File: src/rtl/odd_even_err_counter.sv
// Saturating error counter with synchronous clear.
module odd_even_err_counter #(
    parameter int CW = 5
) (
    input  logic          clk,
    input  logic          rst_n,
    input  logic          clr,
    input  logic          inc,
    output logic [CW-1:0] count
);

    // Clear wins over increment; the count sticks at all-ones instead of wrapping.
    always_ff @(posedge clk or negedge rst_n) begin
        if (!rst_n) begin
            count <= '0;
        end else if (clr) begin
            count <= '0;
        end else if (inc && (count != {CW{1'b1}})) begin
            count <= count + CW'(1);
        end
    end

endmodule

File: config.mk
export PLATFORM = sky130hd
export DESIGN_NAME = odd_even_err_counter
export DESIGN_NICKNAME = d
export VERILOG_FILES = /design/src/rtl/odd_even_err_counter.sv
export SDC_FILE = /design/constraint.sdc
export NUM_CORES = 1
export LEC_CHECK = 0
export ABC_CLOCK_PERIOD_IN_PS = 5200
export CORE_AREA = 10 10 47 49
export DETAILED_ROUTE_END_ITERATION = 12
export DIE_AREA = 0 0 57 59
export PLACE_DENSITY_LB_ADDON = 0.25
export SYNTH_ARGS = -nofsm -noshare
export SYNTH_HDL_FRONTEND = slang
export SYNTH_SLANG_ARGS = --single-unit
File: constraint.sdc
create_clock -name clk -period 5.2 [get_ports clk]
set_clock_uncertainty 0.1 [all_clocks]
set_input_delay 1.3 -clock clk [delete_from_list [all_inputs] [get_ports clk]]
set_output_delay 1.3 -clock clk [all_outputs]
set_load 0.02 [all_outputs]
==> results of run 1 <==
per-stage QoR:
| stage | area (sq um) | cells |
|---|---|---|
| after floorplan | 249 | 23 |
| after global placement | 344 | 46 |
| after detailed placement | 344 | 46 |
| after CTS | 370 | 50 |
| after global routing | 370 | 50 |
| final | 370 | 50 |
metal layers:
metal,GRT usage (%),vias to the layer above
met5,0,-
met4,5.03,0
met3,1.29,2
met2,6.05,4
met1,2.86,94
li1,-,99
final cells by class:
class | count | share of cell area [%]
multi-input cells | 17 | 32.1
clock buffers | 4 | 7.09
well taps | 16 | 5.41
flip-flops and latches | 5 | 33.8
repair buffers | 8 | 21.6
power by group through the flow:
stage	logic, mW	clock network [mW]	registers (mW)
6_report	0.0131	0.0434	0.0426
5_1_grt	0.0145	0.0489	0.0428
4_1_cts	0.0136	0.0458	0.0426
3_5_place_dp	0.0135	0	0.0432
3_3_place_gp	0.0135	0	0.0431
2_1_floorplan	0.00416	0	0.0449
worst register-to-register path, cell delays in order (launching register included):
cell and delay, ps:
dfrtp_1 420, ha_1 230, and3_1 160, ha_1 170, nand2b_1 230, or3_1 380
a21oi_1 160
path summary, 6_finish.rpt:
| check | endpoint | slack [ps] | depth (start not counted) |
|---|---|---|---|
| worst max-delay path | count[0] | 2520 | 1 |
| min in group asynchronous | count[1] | 1180 | 1 |
| worst max register to register | count[3] | 3270 | 6 |
| worst min-delay path | count[4] | 470 | 2 |
| worst min register to register | count[4] | 470 | 2 |
| max in group asynchronous | count[4] | 3640 | 1 |
Yosys cell counts, drive strengths merged:
master  n
a21oi   1
and3    1
clkbuf  1
dfrtp   5
ha      2
mux2i   2
nand2b  1
nand3   1
nand3b  1
nor2    4
o21ai   1
or3     1
xor2    2
logic make-up (layout without fill, tap and decap cells):
kind of cell	after synthesis	after routing	share of synthesized area (%)
AO/OA/AOI/OAI	2	2	4.02
XOR/XNOR	2	2	7.04
adder cells (fa/ha/maj)	2	2	10.0
buffers and inverters	1	12	2.01
flip-flops	5	5	50.3
multiplexers	2	2	8.04
AND/OR/NAND/NOR	9	9	18.6
==> results.txt, run 1 <==
drt pass-1 iters -> 2
CP Cell Sequence -> clkdlybuf4s50_1
achievable frequency -> 374 MHz
core area -> 0.00140 sq mm
post-CTS resize count -> 0
synth warn -> 0
DRT Wirelength -> 535 microns
post-detail-place hpwl -> 465 microns
pre-CTS setup slack -> 2540 ps
worst slew pin tran -> 223 ps
top post-synthesis cells by area -> dfrtp_1 (50%), ha_1 (10%), mux2i_1 (8.0%)
Hold WS -> 473 ps
final hold violations -> 0
top sig layer -> met4
Hold Buf Count CTS -> 0
overall power -> 99.1 uW
CP Buf/Inv Count -> 1
max reg flops -> 5
vias in the first global route -> 217
Placer Congestion -> 0.690
sw frac -> 22.9%
maxcap violations -> 0
Hold Path Class -> reg2reg
Filler cells -> 160
CTS Buffer Depth -> 2
Mapped Area -> 249 sq um
fin. max-slew vios -> 0
RR Startpoint -> count[0]
clock latency on the worst-skew pair -> 240 ps
period utilization -> 51.5%
Lkg Pwr -> 0.174 nW
GRT overflow -> 0
most flop-heavy register -> count
largest net degree at the start of global routing -> 6
clock slew at reported path FFs -> 40 ps
Synth area leader -> dfrtp_1
Num CTS Buffers -> 3
Max stage delay cell, worst path -> clkdlybuf4s50_1
register area share after synthesis -> 50.3%
Via density -> 3.98
Pint -> 76.4 uW
most frequent cells in the layout -> clkdlybuf4s50_1 (8), dfrtp_1 (5), nor2_1 (4), clkbuf_4 (3)
net switching power -> 22.7 uW
Initial Util -> 17.8%
CTS tree -> built
Multi-input gate area -> 119 sq um
die area -> 0.00336 sq mm
Total GRT Usage -> 3.63%
Avg Synthesized Cell Area -> 10.8 sq um
Worst path max stage delay -> 630 ps
most common cell after layout, fill and taps aside -> clkdlybuf4s50_1
wl on met1 -> 198 microns
fin nets -> 41
#FFs+latches synth -> 5
Root Driver -> clkbuf_4
H-tree depth -> 1
Antenna Cells -> 0
hold_sp -> count[4]
Register Area -> 125 sq um
first-pass GRT wire length -> 897 microns
Boundary Pins -> 9
Largest regs -> count (5)
number of setup buffers added after CTS -> 0
Setup crit start -> count[0]
CP Capture Type -> output pin
Slew Limit Headroom -> 85.1%
Final setup viols -> 0
Routed WL per cell -> 10.7 microns
post-route setup slack -> 2520 ps
Sequential Power Share -> 43.0%
Clk pwr share -> 43.7%
CP Class -> reg2out
WP data required -> 3800 ps
Sink Count -> 5
WL met2 -> 307 microns
num rows -> 14
met3 routed WL -> 14 microns
Die Height -> 59 microns
RSZ-0062 raised after global routing -> false
critical path's top delay family -> buffers and inverters
outcome -> finished, final reports clean
PD cells -> 268 mW/mm^2
Setup TNS Final -> 0 ps
layout cells sized above 1 -> 8.82%
Logic pwr share -> 13.3%
Distinct cells, synth -> 13
CP Launch Type -> flip-flop
Max Fanout on Critical Path -> 4
Mapped Cells -> 23
Area growth syn-to-layout -> 48.7%
share of the synthesized area in the top cell type -> 50.3%
Post-DRT Antenna Nets -> 0
Starting DRT DRC Count -> 2
antenna violations before repair -> 0
fin util -> 26.4%
fin crit period -> 2680 ps
Port Buffers -> 8
vias after detailed routing -> 199
Die W -> 57 microns
Max rail drop VDD -> 0.112 mV
drt drc -> 0
crit path DAT -> 1280 ps
Syn Nets -> 29
Note: power is estimated with default switching activity, not from simulation.
==> run 2: changes to the inputs <==
--- a/config.mk
+++ b/config.mk
@@ -5,7 +5,7 @@
 export SDC_FILE = /design/constraint.sdc
 export NUM_CORES = 1
 export LEC_CHECK = 0
-export ABC_CLOCK_PERIOD_IN_PS = 5200
+export ABC_CLOCK_PERIOD_IN_PS = 2250
 export CORE_AREA = 10 10 47 49
 export DETAILED_ROUTE_END_ITERATION = 12
 export DIE_AREA = 0 0 57 59
==> constraint.sdc (replaced) <==
create_clock -name clk -period 2.25 [get_ports clk]
set_clock_uncertainty 0.1 [all_clocks]
set_input_delay 0.5625 -clock clk [delete_from_list [all_inputs] [get_ports clk]]
set_output_delay 0.5625 -clock clk [all_outputs]
set_load 0.02 [all_outputs]
==> run 2 against run 1 <==
  * Final cell count unchanged
  * Critical path depth unchanged
  * Non-clock buffer count stayed put
  * Highest routed layer unchanged
  * Critical endpoint unchanged
==> results.txt, run 2 (synthesis results as in run 1) <==
outcome -> finished, final reports clean
Lkg Pwr -> 0.174 nW (unchanged)
die area -> 0.00336 sq mm (unchanged)
maxcap violations -> 0 (unchanged)
post-detail-place hpwl -> 463 microns (-0.49%)
layout cells sized above 1 -> 8.82% (unchanged)
worst slew pin tran -> 241 ps (+17.4 ps)
Final setup viols -> 0 (unchanged)
achievable frequency -> 517 MHz
Filler cells -> 162 (+1.3%)
fin crit period -> 1930 ps
Hold Path Class -> in2async
Initial Util -> 17.8% (unchanged)
final hold violations -> 0 (unchanged)
Boundary Pins -> 9 (unchanged)
Register Area -> 125 sq um (unchanged)
CTS tree -> built
vias after detailed routing -> 198 (-0.50%)
Post-DRT Antenna Nets -> 0 (unchanged)
Hold WS -> 449 ps (-24.1 ps)
fin nets -> 41 (unchanged)
num rows -> 14 (unchanged)
Max stage delay cell, worst path -> clkdlybuf4s50_1
Max rail drop VDD -> 0.201 mV (+80%)
Slew Limit Headroom -> 83.9% (-1.2 points)
first-pass GRT wire length -> 972 microns (+8.4%)
RSZ-0062 raised after global routing -> false
post-CTS resize count -> 0 (unchanged)
Sink Count -> 5 (unchanged)
Port Buffers -> 8 (unchanged)
Worst path max stage delay -> 630 ps (about the same)
overall power -> 232 uW (+130%)
Largest regs -> count (5)
CP Cell Sequence -> clkdlybuf4s50_1
Die W -> 57 microns (unchanged)
Max Fanout on Critical Path -> 4 (unchanged)
GRT overflow -> 0 (unchanged)
DRT Wirelength -> 569 microns (+6.4%)
CP Class -> reg2out
antenna violations before repair -> 0 (unchanged)
H-tree depth -> 1 (unchanged)
Hold Buf Count CTS -> 0 (unchanged)
number of setup buffers added after CTS -> 0 (unchanged)
Routed WL per cell -> 11.4 microns (+6.4%)
clock latency on the worst-skew pair -> 240 ps (about the same)
Setup TNS Final -> 0 ps (unchanged)
period utilization -> 86.0%
most common cell after layout, fill and taps aside -> clkdlybuf4s50_1
drt pass-1 iters -> 3 (+1)
Via density -> 3.96 (-0.50%)
CP Capture Type -> output pin
CP Launch Type -> flip-flop
Placer Congestion -> 0.690 (unchanged)
Die Height -> 59 microns (unchanged)
clock slew at reported path FFs -> 40 ps (about the same)
Multi-input gate area -> 119 sq um (unchanged)
vias in the first global route -> 236 (+8.8%)
most frequent cells in the layout -> clkdlybuf4s50_1 (8), dfrtp_1 (5), nor2_1 (4), clkbuf_4 (3)
Starting DRT DRC Count -> 2 (unchanged)
critical path's top delay family -> buffers and inverters
CP Buf/Inv Count -> 1 (unchanged)
core area -> 0.00140 sq mm (unchanged)
fin. max-slew vios -> 0 (unchanged)
drt drc -> 0 (unchanged)
Area growth syn-to-layout -> 48.7% (unchanged)
FF-to-FF setup slack -> 330 ps (-2940 ps)
Antenna Cells -> 0 (unchanged)
max reg flops -> 5 (unchanged)
Total GRT Usage -> 3.93% (+0.30 points)
most flop-heavy register -> count
largest net degree at the start of global routing -> 6 (unchanged)
CTS Buffer Depth -> 2 (unchanged)
Root Driver -> clkbuf_4
WP data required -> 1590 ps (-2210 ps)
Num CTS Buffers -> 3 (unchanged)
PD cells -> 628 mW/mm^2 (+130%)
crit path DAT -> 1270 ps (about the same)
fin util -> 26.4% (unchanged)
run 2: cell counts in the layout (fill, tap and decap cells not counted):
No cell type changed its count.
run 2: metal layers:
layer,up-vias,GRT usage [%],part of all wire (%),routed length (microns)
met5,-,0,0,0
li1,101,-,-,-
met3,2,1.93,3.2,18
met1,90,2.97,37,212
met4,0,4.03,3.0,17
met2,5,6.98,56,321
run 2: per-stage QoR:
step | std cells | instance area [sq um] | worst slack [ps]
after floorplan | 23 | 249 | 313
after global placement | 46 | 344 | 371
after detailed placement | 46 | 344 | 332
after CTS | 50 | 370 | 298
after global routing | 50 | 370 | 234
final | 50 | 370 | 316
run 2: layout make-up:
class / instances / area share, %
multi-input cells: 17 / 32.1
repair buffers: 8 / 21.6
flip-flops and latches: 5 / 33.8
clock buffers: 4 / 7.09
well taps: 16 / 5.41
run 2: path summary, 6_finish.rpt:
path                       depth (start not counted)        to     start
setup / recovery                                   1  count[0]  count[0]
hold / removal                                     1  count[1]     rst_n
setup reg to reg                                   6  count[3]  count[0]
hold reg to reg                                    2  count[4]  count[4]
max in group asynchronous                          1  count[4]     rst_n
min in group clk                                   2  count[4]  count[4]
run 2: report_power, final:
group | switching, mW | internal, mW | total [mW]
clock network | 0.0358 | 0.0670 | 0.103
logic | 0.0154 | 0.0159 | 0.0313
registers | 0.00434 | 0.0940 | 0.0984
